<file path="src/rtl/div_iter_unit_pkg.sv">
// Shared definitions for the iterative divider: state encoding and default sizes.
package div_iter_unit_pkg;

   localparam int DIV_WIDTH_DEF = 32;
   localparam int CNT_W_DEF     = 6;

   typedef enum logic [1:0] {
      DIV_IDLE = 2'd0,
      DIV_BUSY = 2'd1,
      DIV_DONE = 2'd2
   } div_state_t;

endpackage

</file>
<file path="src/rtl/div_restore_step.sv">
// One radix-2 restoring division step: shift {rem, dvd} left, conditionally subtract.
module div_restore_step #(
   parameter int DIV_WIDTH = 32
) (
   input  logic [DIV_WIDTH-1:0] rem,
   input  logic [DIV_WIDTH-1:0] dvd,
   input  logic [DIV_WIDTH-1:0] divisor,
   output logic [DIV_WIDTH-1:0] rem_next,
   output logic [DIV_WIDTH-1:0] dvd_next
);

   logic [DIV_WIDTH:0] shifted;
   logic               q_bit;

   always_comb begin
      shifted = {rem, dvd[DIV_WIDTH-1]};
      q_bit   = (shifted >= {1'b0, divisor});
      // With rem < divisor the difference always fits back into DIV_WIDTH bits
      rem_next = q_bit ? (shifted[DIV_WIDTH-1:0] - divisor) : shifted[DIV_WIDTH-1:0];
      dvd_next = {dvd[DIV_WIDTH-2:0], q_bit};
   end

endmodule

</file>
<file path="src/rtl/div_iter_unit.sv">
// Iterative restoring DIV/DIVU unit for the E stage; quotient to LO, remainder to HI.
// Optional macro DIV_FAST_TRIVIAL_EN: a == 0 or b == 0 completes one cycle after latch.
module div_iter_unit
   import div_iter_unit_pkg::*;
#(
   parameter int DIV_WIDTH = DIV_WIDTH_DEF,
   parameter int CNT_W     = CNT_W_DEF
) (
   input  logic                 clk,
   input  logic                 reset,
   input  logic                 div_start,
   input  logic                 div_signed,
   input  logic [DIV_WIDTH-1:0] div_a,
   input  logic [DIV_WIDTH-1:0] div_b,
   input  logic                 div_cancel,
   output logic                 div_complete,
   output logic [DIV_WIDTH-1:0] div_q,
   output logic [DIV_WIDTH-1:0] div_r,
   output logic                 div_busy
);

   localparam logic [CNT_W-1:0] LAST_CNT = CNT_W'(DIV_WIDTH - 1);

   div_state_t           state_reg;
   logic [CNT_W-1:0]     cnt_reg;
   logic [DIV_WIDTH-1:0] rem_reg;
   logic [DIV_WIDTH-1:0] dvd_reg;
   logic [DIV_WIDTH-1:0] dsr_reg;
   logic [DIV_WIDTH-1:0] q_reg;
   logic [DIV_WIDTH-1:0] r_reg;
   logic                 sign_q_reg;
   logic                 sign_r_reg;
   logic                 complete_reg;

   logic [DIV_WIDTH-1:0] rem_step;
   logic [DIV_WIDTH-1:0] dvd_step;
   logic [DIV_WIDTH-1:0] a_abs;
   logic [DIV_WIDTH-1:0] b_abs;
   logic [DIV_WIDTH-1:0] q_fix;
   logic [DIV_WIDTH-1:0] r_fix;
   logic                 a_neg;
   logic                 b_neg;
   logic                 b_zero;
`ifdef DIV_FAST_TRIVIAL_EN
   logic                 a_zero;
`endif

   // Divide by zero keeps the raw dividend and no sign fix, so r comes out equal to a
   always_comb begin
      b_zero = (div_b == '0);
      a_neg  = div_signed & div_a[DIV_WIDTH-1] & ~b_zero;
      b_neg  = div_signed & div_b[DIV_WIDTH-1];
      a_abs  = a_neg ? ('0 - div_a) : div_a;
      b_abs  = b_neg ? ('0 - div_b) : div_b;
      q_fix  = sign_q_reg ? ('0 - dvd_step) : dvd_step;
      r_fix  = sign_r_reg ? ('0 - rem_step) : rem_step;
   end

`ifdef DIV_FAST_TRIVIAL_EN
   assign a_zero = (div_a == '0);
`endif

   div_restore_step #(
      .DIV_WIDTH (DIV_WIDTH)
   ) u_step (
      .rem      (rem_reg),
      .dvd      (dvd_reg),
      .divisor  (dsr_reg),
      .rem_next (rem_step),
      .dvd_next (dvd_step)
   );

   always_ff @(posedge clk or negedge reset) begin
      if (!reset) begin
         state_reg    <= DIV_IDLE;
         cnt_reg      <= '0;
         rem_reg      <= '0;
         dvd_reg      <= '0;
         dsr_reg      <= '0;
         q_reg        <= '0;
         r_reg        <= '0;
         sign_q_reg   <= 1'b0;
         sign_r_reg   <= 1'b0;
         complete_reg <= 1'b0;
      end else begin
         complete_reg <= 1'b0;
         case (state_reg)
            DIV_IDLE: begin
               if (div_start && !div_cancel) begin
                  sign_q_reg <= div_signed & (div_a[DIV_WIDTH-1] ^ div_b[DIV_WIDTH-1]) & ~b_zero;
                  sign_r_reg <= a_neg;
                  dsr_reg    <= b_abs;
                  cnt_reg    <= '0;
`ifdef DIV_FAST_TRIVIAL_EN
                  if (b_zero || a_zero) begin
                     q_reg        <= b_zero ? '1 : '0;
                     r_reg        <= div_a;
                     complete_reg <= 1'b1;
                     state_reg    <= DIV_DONE;
                  end else begin
                     rem_reg   <= '0;
                     dvd_reg   <= a_abs;
                     state_reg <= DIV_BUSY;
                  end
`else
                  rem_reg   <= '0;
                  dvd_reg   <= a_abs;
                  state_reg <= DIV_BUSY;
`endif
               end
            end
            DIV_BUSY: begin
               if (div_cancel) begin
                  state_reg <= DIV_IDLE;
               end else begin
                  rem_reg <= rem_step;
                  dvd_reg <= dvd_step;
                  cnt_reg <= cnt_reg + 1'b1;
                  // Results are registered on the final step so they appear with the pulse
                  if (cnt_reg == LAST_CNT) begin
                     q_reg        <= q_fix;
                     r_reg        <= r_fix;
                     complete_reg <= 1'b1;
                     state_reg    <= DIV_DONE;
                  end
               end
            end
            DIV_DONE: state_reg <= DIV_IDLE;
            default:  state_reg <= DIV_IDLE;
         endcase
      end
   end

   // A kill arriving in the DONE cycle still suppresses the pulse
   assign div_complete = complete_reg & ~div_cancel;
   assign div_q        = q_reg;
   assign div_r        = r_reg;
   assign div_busy     = (state_reg != DIV_IDLE);

endmodule

</file>
<file path="config.mk">
export PLATFORM = sky130hd
export DESIGN_NAME = div_iter_unit
export DESIGN_NICKNAME = d
export VERILOG_FILES = /design/src/rtl/div_iter_unit_pkg.sv /design/src/rtl/div_restore_step.sv /design/src/rtl/div_iter_unit.sv
export SDC_FILE = /design/constraint.sdc
export NUM_CORES = 1
export LEC_CHECK = 0
export BUFFER_PORTS_ARGS = -buffer_cell sky130_fd_sc_hd__buf_4
export CAP_MARGIN = 25
export CORE_UTILIZATION = 55
export CTS_CLUSTER_DIAMETER = 60
export CTS_CLUSTER_SIZE = 14
export DETAILED_ROUTE_END_ITERATION = 12
export PLACE_DENSITY = 0.85
export SYNTH_ARGS = -nofsm -noshare
export SYNTH_HDL_FRONTEND = slang
export SYNTH_SLANG_ARGS = --single-unit
</file>
<file path="constraint.sdc">
create_clock -name clk -period 6.4 [get_ports clk]
set_clock_uncertainty 0.15 [all_clocks]
set_input_delay 0.32 -clock clk [delete_from_list [all_inputs] [get_ports clk]]
set_output_delay 0.32 -clock clk [all_outputs]
set_load 0.02 [all_outputs]
</file>
* Yosys cells after proc, flatten, opt, wreduce, memory -nomap -nowiden
Cells that the tools add are included.
** Storage, ports and cells
- Register bits :: 171
- Bits in latches :: 0
- Bits in writable memories :: 0
- Memory bits (read-only) :: 0
- Output and inout port bits :: 66
- Logic and storage cells :: 62
- Memories :: 0
** Cells by class
- Add/subtract/negate cells :: 6
- Multipliers :: 0
- Div/mod/pow operators :: 0
- $lt $le $gt $ge :: 1
- Equal/unequal tests :: 5
- Shift-type cells :: 0
- Mux-type cells :: 21
- Bitwise logic cells :: 9
- Reductions and logical operators :: 10
** Operators with widths (count)
- two-way mux 32 bit :: 9
- one-hot mux 32 bit (2 select lines) :: 2
- subtractor 1 x 32 -> 32 bit, first input constant :: 4
- greater-or-equal comparator 33 x 32 -> 1 bit :: 1
- logical NOT 32 bit :: 1
- subtractor 32 bit :: 1
- two-way mux 6 bit :: 2
- one-hot mux 6 bit (2 select lines) :: 1
- adder 6 x 1 -> 6 bit, second input constant :: 1
- bitwise AND 1 bit :: 6
- == test 6 x 5 -> 1 bit, second input constant :: 1
- two-way mux 2 bit :: 3
- AND reduction 3 bit :: 2
- inequality test 2 bit, second input constant :: 2
- one-hot mux 2 bit (2 select lines) :: 1
- AND reduction 2 bit :: 2
- nonzero test 2 bit :: 2
- two-way mux 1 bit :: 3
- inequality test 3 bit, second input constant :: 1
- == test 2 x 1 -> 1 bit, second input constant :: 1
- logical NOT 2 bit :: 1
- NOT 1 bit :: 2
- logical AND 1 bit :: 1
- logical NOT 1 bit :: 1
- bitwise XOR 1 bit :: 1

* Logic depth before layout (Yosys ltp)
Gate-level depths: netlist (run 1).
- Depth after elaboration :: 6
- Depth in mapped cells :: 23

* Modules after synthesis
A second synthesis (run 1) with hierarchy kept.
** Unflattened totals
- Cells, all modules :: 1458
- Area, all modules :: 12116.6 um2
** Modules (own cells, without submodules)
- div_iter_unit :: times used 1, cells each 1103, area an instance 9545.4 um2, seq. area each 4279.1 um2
- div_restore_step :: times used 1, cells each 355, area an instance 2571.2 um2, seq. area each 0.0 um2

* Worst setup path before layout (run 1)
No wires, ideal clock.
- Kind :: reg2reg
- Start point :: register rem_reg[2]
- End point :: register r_reg[30], in the netlist div_r[30]
- Library setup time :: 0.130 ns
- Data arrival time :: 4.561 ns
- Required time :: 6.120 ns
- Slack :: 1.560 ns
- Cell stages (with the launch flop) :: 21
- Path buffers :: 4
- Clock period less this slack :: 4.840 ns
- Cells stage by stage :: dfrtp_1 -> ha_1 -> and2_4 -> a221o_1 -> o211a_1 -> or2_0 -> a211o_1 -> clkbuf_8 -> buf_4 -> buf_2 -> buf_2 -> o21ai_0 -> ha_1 -> nand2_1 -> nor3_1 -> mux2i_1 -> a22oi_1 -> nand4_1 -> o31ai_1 -> xor2_1 -> o21ai_1
** On the way
- Longest elaborated chain between the ends :: 4
- Elaborated cells on any way between the ends :: 5
- Those cells by class :: add/sub (2); order compare (1); mux (2)
** RTL lines
- start, declared :: line div_iter_unit.sv:26 : logic [DIV_WIDTH-1:0] rem_reg;
- start signal, assigned :: line div_iter_unit.sv:116 : rem_reg <= rem_step;
- subtractor 32 bit or greater-or-equal comparator 33 x 32 -> 1 bit (tied branches) :: line div_restore_step.sv:19, div_restore_step.sv:17
- two-way mux 32 bit (*) :: line div_restore_step.sv:19 : rem_next = q_bit ? (shifted[DIV_WIDTH-1:0] - divisor) : shifted[DIV_WIDTH-1:0];
- subtractor 1 x 32 -> 32 bit :: line div_iter_unit.sv:56 : r_fix = sign_r_reg ? ('0 - rem_step) : rem_step;
- two-way mux 32 bit (*) :: line div_iter_unit.sv:56
- end signal, assigned :: line div_iter_unit.sv:122 : r_reg <= r_fix;
- end, declared :: line div_iter_unit.sv:30 : logic [DIV_WIDTH-1:0] r_reg;
Every way passes the cells marked *; elsewhere a longest branch is shown, timed or not.
A chain may end at the register's enable or synchronous reset.

* Worst setup path in the final report (run 1)
Ends and elaborated chain as after synthesis.

==> impl_metrics.toml, run 1 <==
[drt]
drt.antenna.violating_nets = 0
wl_per_cell_um = 17.96
dr.pass1.iters = 5
drt_wl_total_mm = 33.34
vias_per_cell = 6.072
num_vias = 11270
drc = 0
first_iter_violations = 1182

[setup_path]
path_depth = 17
crit_fanout = 7
critPathLaunchType = "register"
reg2reg_depth = 17
cp_slowest_stage_delay_ps = 530
worstPathRequired_ps = 6570
crit_chain = "ha_1 -> and2_4 -> a221o_1 -> o211a_1 -> or2_0 -> a211o_2 -> inv_2 -> mux2i_1 -> ha_1 -> nand2_1 -> nor3_1 -> mux2i_1 -> a22oi_1 -> nand4_1 -> o31ai_1 -> xor2_1 -> o21ai_1"
path_delay_family = "compound AO/OA/AOI/OAI gates"
cp_slowest_cell = "nor3_1"
arrival_ps = 5210
regToRegSetupSlack_ps = 1360
rr_startpoint = "rem_reg[2]"
crit_start = "rem_reg[2]"
worst-setup-path-type = "reg2reg"
end_kind = "register"
path_buf_inv = 1

[clocking]
clk_latency_ps = 450
numCtsBuffers = 17
cts-resized-gates = 0
cts.sinks = 171
htree_levels = 4
holdBufCountCts = 2
cts.path.max_buffers = 2
path_clk_slew_ps = 80
cts_root_buf = "clkbuf_16"
cts_tree = "yes"
post_cts_buffers = 0

[timing]
max_slew_margin_pct = 30.39
setup_tns_ps = 0
setup_viol = 0
fin_ws_ps = 1358
finalCritPeriodShare_pct = 78.79
rsz0062_at_grt = "false"
final_hold_viol_count = 0
tightest_slew_ps = 1037
maxSlewViolCount = 0
fin_crit_ps = 5042
fmax_mhz = 198.3

[synth]
ys_seq_area_share_pct = 35.77
ys_ff_latch = 171
ys.warnings.count = 0
yosysUniqueCellTypes = 81
synthTopCellsByArea = "dfrtp_1 36%, o21ai_0 9.2%, nand2_1 8.2%"
syn-num-nets = 1593
yosysTopAreaCell = "dfrtp_1"
syn-instance-count = 1486
synthFlopType = "dfrtp_1"
synth_edf_count = 0
ys_async_sr_fraction_pct = 100.0
synth.cell_area_um2 = 11960
yosys.area.top_type_share_pct = 35.77
synth_area_per_cell_um2 = 8.049

[layout]
stdcell_count = 1856
final_net_count = 1675
multi_input_area_um2 = 7079
fill_cells = 1843
drive_above_1_share_pct = 13.54
area_growth_syn_to_layout_pct = 14.48
final-seq-area_um2 = 4279
antenna_cells = 0

[hold_path]
holdPathStages = 3
worstHoldStart = "div_b[24]"
min_path_type = "in2reg"

[placed_design]
gp_congestion = 0.9560
numPortBuffers = 134
dp_cells = 1819
post-dp-hpwl_mm = 24.92
dp_slack_ps = 1434

[floorplan]
die_area_um2 = 22340
boundaryPins = 135
fp.dieW_um = 149.5
placementRows = 53
start_util_pct = 56.54
die_y_um = 149.5
core_area_um2 = 21150

[power]
power.leakage_nw = 6.129
powerDensity_nw_per_um2 = 468.8
ir_drop_uv = 356.7

[grt]
grt_max_degree = 130
antenna_found_initial = 0
grt.total_usage_pct = 30.21
grt_pass1_vias = 10101
grt_pass1_wl_mm = 52.86
grt_overflow_total = 0

[outcome]
outcome = "complete, no violations"

[job]
maxCapViolCount = 0
[final timing paths]
check / endpoint
min: dsr_reg[24]
max: div_r[30]
min reg2reg: dsr_reg[15]
min in group asynchronous: dvd_reg[16]
max reg2reg: div_r[30]
max in group asynchronous: rem_reg[0]
[cell usage after synthesis, types with 17 or more instances]
cell / instances
o31ai_1: 31
dfrtp_1: 171
xnor2_1: 61
nand3_1: 17
nor3_1: 21
nor2_1: 86
xor2_1: 78
mux2i_1: 18
nand4_1: 18
inv_1: 56
a21oi_1: 89
clkbuf_1: 63
nand2_1: 261
ha_1: 37
o21ai_0: 220
[cells in the final DEF, fill, tap and decap left out, types with 6 or more instances in the layout]
cell type  count
o31ai_1       31
o21ai_1        6
o21ai_0      220
o41ai_1       13
o21a_1        12
nand2b_1      11
mux2i_1       18
nand4_1       18
o211ai_1      13
nor3_1        21
buf_4        141
and3_1         6
xor2_1        78
a22o_1         6
nand2_1      260
or2_2          9
and2_1        10
or3_1         10
ha_1          37
or4_1         13
a21oi_1       89
nand3_1       17
xnor2_1       61
a31oi_1       14
inv_1         56
a211oi_1       7
nor4_1        14
a21o_1        14
dfrtp_1      171
clkbuf_16     17
nor2_1        85
[area by class of cell]
class	count	area share, %
multi-input cells	1174	51.70
flip-flops and latches	171	31.25
repair buffers	147	8.507
clock buffers	17	3.107
well taps	275	2.513
inverters	57	1.563
clock inverters	15	1.361
[per-layer routing]
| layer | track usage, % | routed length, µm | vias up |
|---|---|---|---|
| li1 | - | - | 5414 |
| met3 | 6.402 | 3731 | 52 |
| met4 | 7.704 | 582 | 0 |
| met1 | 46.50 | 15010 | 5239 |
| met2 | 42.48 | 14010 | 565 |
| met5 | 0 | 0 | - |
[stage by stage]
step	hold slack, ps	utilization, %	area (µm²)	power, W
after floorplan	-125.6	-	11960	0.004310
after global placement	236.4	61.39	12990	0.005137
after detailed placement	239.7	61.39	12990	0.005207
after CTS	12.69	64.38	13620	0.006298
after global routing	34.55	64.73	13690	0.006798
final	18.10	64.73	13690	0.006420
[report_power, final]
group / total [W] / switching [W] / internal (W)
Combinational: 0.00381 / 0.00244 / 0.00137
Clock: 0.00107 / 0.000534 / 0.000535
Sequential: 0.00154 / 0.000279 / 0.00126
Total: 0.00642 / 0.00325 / 0.00317
[worst register-to-register path: stages (launching register included)]
cell,delay [ps]
dfrtp_1,430
ha_1,390
and2_4,190
a221o_1,390
o211a_1,270
or2_0,210
a211o_2,420
inv_2,90
mux2i_1,300
ha_1,270
nand2_1,60
nor3_1,530
mux2i_1,200
a22oi_1,260
nand4_1,180
o31ai_1,320
xor2_1,170
o21ai_1,70
[kinds of logic after synthesis]
logic type	Yosys count	share of synthesized area [%]
mux	19	1.600
simple gates	511	19.82
flops	171	35.77
buf+inv	141	5.240
compound gates	467	23.35
fa+ha+maj	38	4.038
xor+xnor	139	10.18
No activity file was read; power rests on OpenSTA's default activity.
==> inputs of run 2 (changes only) <==
==> constraint.sdc (replaced) <==
create_clock -name clk -period 5.1 [get_ports clk]
set_clock_uncertainty 0.15 [all_clocks]
set_input_delay 0.255 -clock clk [delete_from_list [all_inputs] [get_ports clk]]
set_output_delay 0.255 -clock clk [all_outputs]
set_load 0.02 [all_outputs]
==> impl_metrics.toml, run 2 (synthesis gave the netlist of run 1 again) <==
[outcome]
outcome = "finished, violations left"
failed_checks = "negative hold slack"

[setup_path]
reg2reg_depth = 17
path_delay_family = "compound AO/OA/AOI/OAI gates"
path_common_cell = "ha_1"
regToRegSetupSlack_ps = 270
cp_slowest_stage_delay_ps = 460
rr_startpoint = "rem_reg[2]"
crit_fanout = 11
cp_slowest_cell = "a211o_2"
path_buf_inv = 1
critPathLaunchType = "register"
crit_chain = "ha_1 -> and2_4 -> a221o_1 -> o211a_1 -> or2_0 -> a211o_2 -> inv_2 -> mux2i_2 -> ha_1 -> nand2_1 -> nor3_2 -> mux2i_1 -> a22oi_1 -> nand4_1 -> o31ai_1 -> xor2_1 -> o21ai_1"
worst-setup-path-type = "reg2reg"
end_kind = "register"
r2r_end = "div_r[30]"
worstPathRequired_ps = 5270
arrival_ps = 5000

[floorplan]
core_area_um2 = 21150
die_y_um = 149.5
placementRows = 53
start_util_pct = 56.54
die_area_um2 = 22340
fp.dieW_um = 149.5
boundaryPins = 135

[timing]
final_hold_viol_count = 1
rsz0062_at_grt = "false"
setup_tns_ps = 0
setup_viol = 0
max_slew_margin_pct = 29.73
finalCritPeriodShare_pct = 94.72
fin_crit_ps = 4831
fmax_mhz = 207.0
fin_hold_ws_ps = -6.340
fin_ws_ps = 269.4
tightest_slew_ps = 1052
maxSlewViolCount = 0

[drt]
vias_per_cell = 6.031
drt.antenna.violating_nets = 0
wl_per_cell_um = 18.05
dr.pass1.iters = 6
drt_wl_total_mm = 34.07
drc = 0
first_iter_violations = 1171
num_vias = 11380

[layout]
area_growth_syn_to_layout_pct = 17.13
final_net_count = 1706
final_cell_mix = "260 x nand2_1, 220 x o21ai_0, 171 x dfrtp_1"
drive_above_1_share_pct = 13.96
fill_cells = 1732
final_common_cell = "nand2_1"
antenna_cells = 0

[power]
p_clk_share_pct = 16.9
p_sw_share_pct = 50.20
p_sw_w = 0.004143
seqPwrFrac_pct = 23.5
internal-power_w = 0.004109
powerDensity_nw_per_um2 = 589.0
ir_drop_uv = 404.4
power.leakage_nw = 6.272
pwr-share-comb_pct = 59.6

[grt]
grt_pass1_vias = 10303
grt_max_degree = 130
grt_pass1_wl_mm = 54.17
grt_overflow_total = 0
use_met1_pct = 47.27
antenna_found_initial = 0
use_met3_pct = 7.043
top_usage_layer = "met1"
gr-usage-met2_pct = 44.33
grt.total_usage_pct = 31.15

[clocking]
numCtsBuffers = 17
path_clk_slew_ps = 70
cts.sinks = 171
cts_root_buf = "clkbuf_16"
htree_levels = 4
clk_latency_ps = 450
cts.path.max_buffers = 2
cts_tree = "yes"

[placed_design]
gp_congestion = 0.9591
numPortBuffers = 134
post-dp-hpwl_mm = 25.08
dp_slack_ps = 341.2

[job]
maxCapViolCount = 0

[hold_path]
holdPathEnd = "dsr_reg[8]"
holdPathStages = 3
min_path_type = "in2reg"
worstHoldStart = "div_b[8]"
==> run 2: power groups by stage <==
stage	Sequential, W	Combinational, W	Clock (W)
final	0.00194	0.00492	0.00139
after global routing	0.00197	0.00536	0.00145
after CTS	0.00193	0.00474	0.00140
after detailed placement	0.00195	0.00468	0
after global placement	0.00193	0.00462	0
after floorplan	0.00179	0.00362	0
==> run 2: per-stage QoR <==
step / total power (W) / hold slack [ps] / cells / cell area (µm²) / util (%)
floorplan: 0.005409 / -190.6 / 1486 / 11960 / -
CTS: 0.008061 / 1.587 / 1885 / 13940 / 65.92
finish: 0.008253 / -6.340 / 1887 / 14010 / 66.23
global route: 0.008777 / 6.048 / 1887 / 14010 / 66.23
global placement: 0.006555 / 177.2 / 1828 / 13050 / 61.71
detailed placement: 0.006631 / 186.7 / 1828 / 13050 / 61.71
==> run 2: per-layer routing <==
layer | vias up | part of all wire (%) | routed length (µm)
li1 | 5468 | - | -
met1 | 5356 | 46 | 15640
met2 | 519 | 42 | 14390
met3 | 37 | 10 | 3567
met4 | 0 | 1.4 | 463
met5 | - | 0 | 0
==> run 2: how the worst max path moves through the flow <==
stage / startpoint / end / slack (ps) / cells past startpoint
2_1_floorplan: rem_reg[2] / div_r[30] / 260 / 20
3_3_place_gp: rem_reg[2] / div_q[30] / 480 / 15
3_5_place_dp: rem_reg[2] / div_r[30] / 340 / 17
4_1_cts: rem_reg[2] / div_r[30] / 250 / 17
5_1_grt: rem_reg[2] / div_r[30] / 20 / 17
6_report: rem_reg[2] / div_r[30] / 270 / 17
==> run 2: worst register-to-register path, delay by kind of cell, from the launching register on <==
family,cells,cell delay (ps)
AO/OA/AOI/OAI,6,1780
XOR/XNOR,1,190
adder cells (fa/ha/maj),2,630
buffers and inverters,1,130
flip-flops,1,440
multiplexers,2,400
AND/OR/NAND/NOR,5,1000
==> run 2: area by class of cell <==
cell class / count / area, µm² / share of cell area [%]
flip-flops and latches: 171 / 4279 / 30.54
clock inverters: 15 / 215.2 / 1.536
well taps: 275 / 344.1 / 2.456
repair buffers: 178 / 1443 / 10.30
clock buffers: 17 / 425.4 / 3.036
inverters: 57 / 214.0 / 1.527
multi-input cells: 1174 / 7091 / 50.61
==> run 2: timing repair <==
item                       4_1_cts  5_1_grt
resized for setup                0        3
setup buffers                    0        0
setup endpoints to repair        0        3
hold endpoints to repair       101        0
hold buffers                    25        0
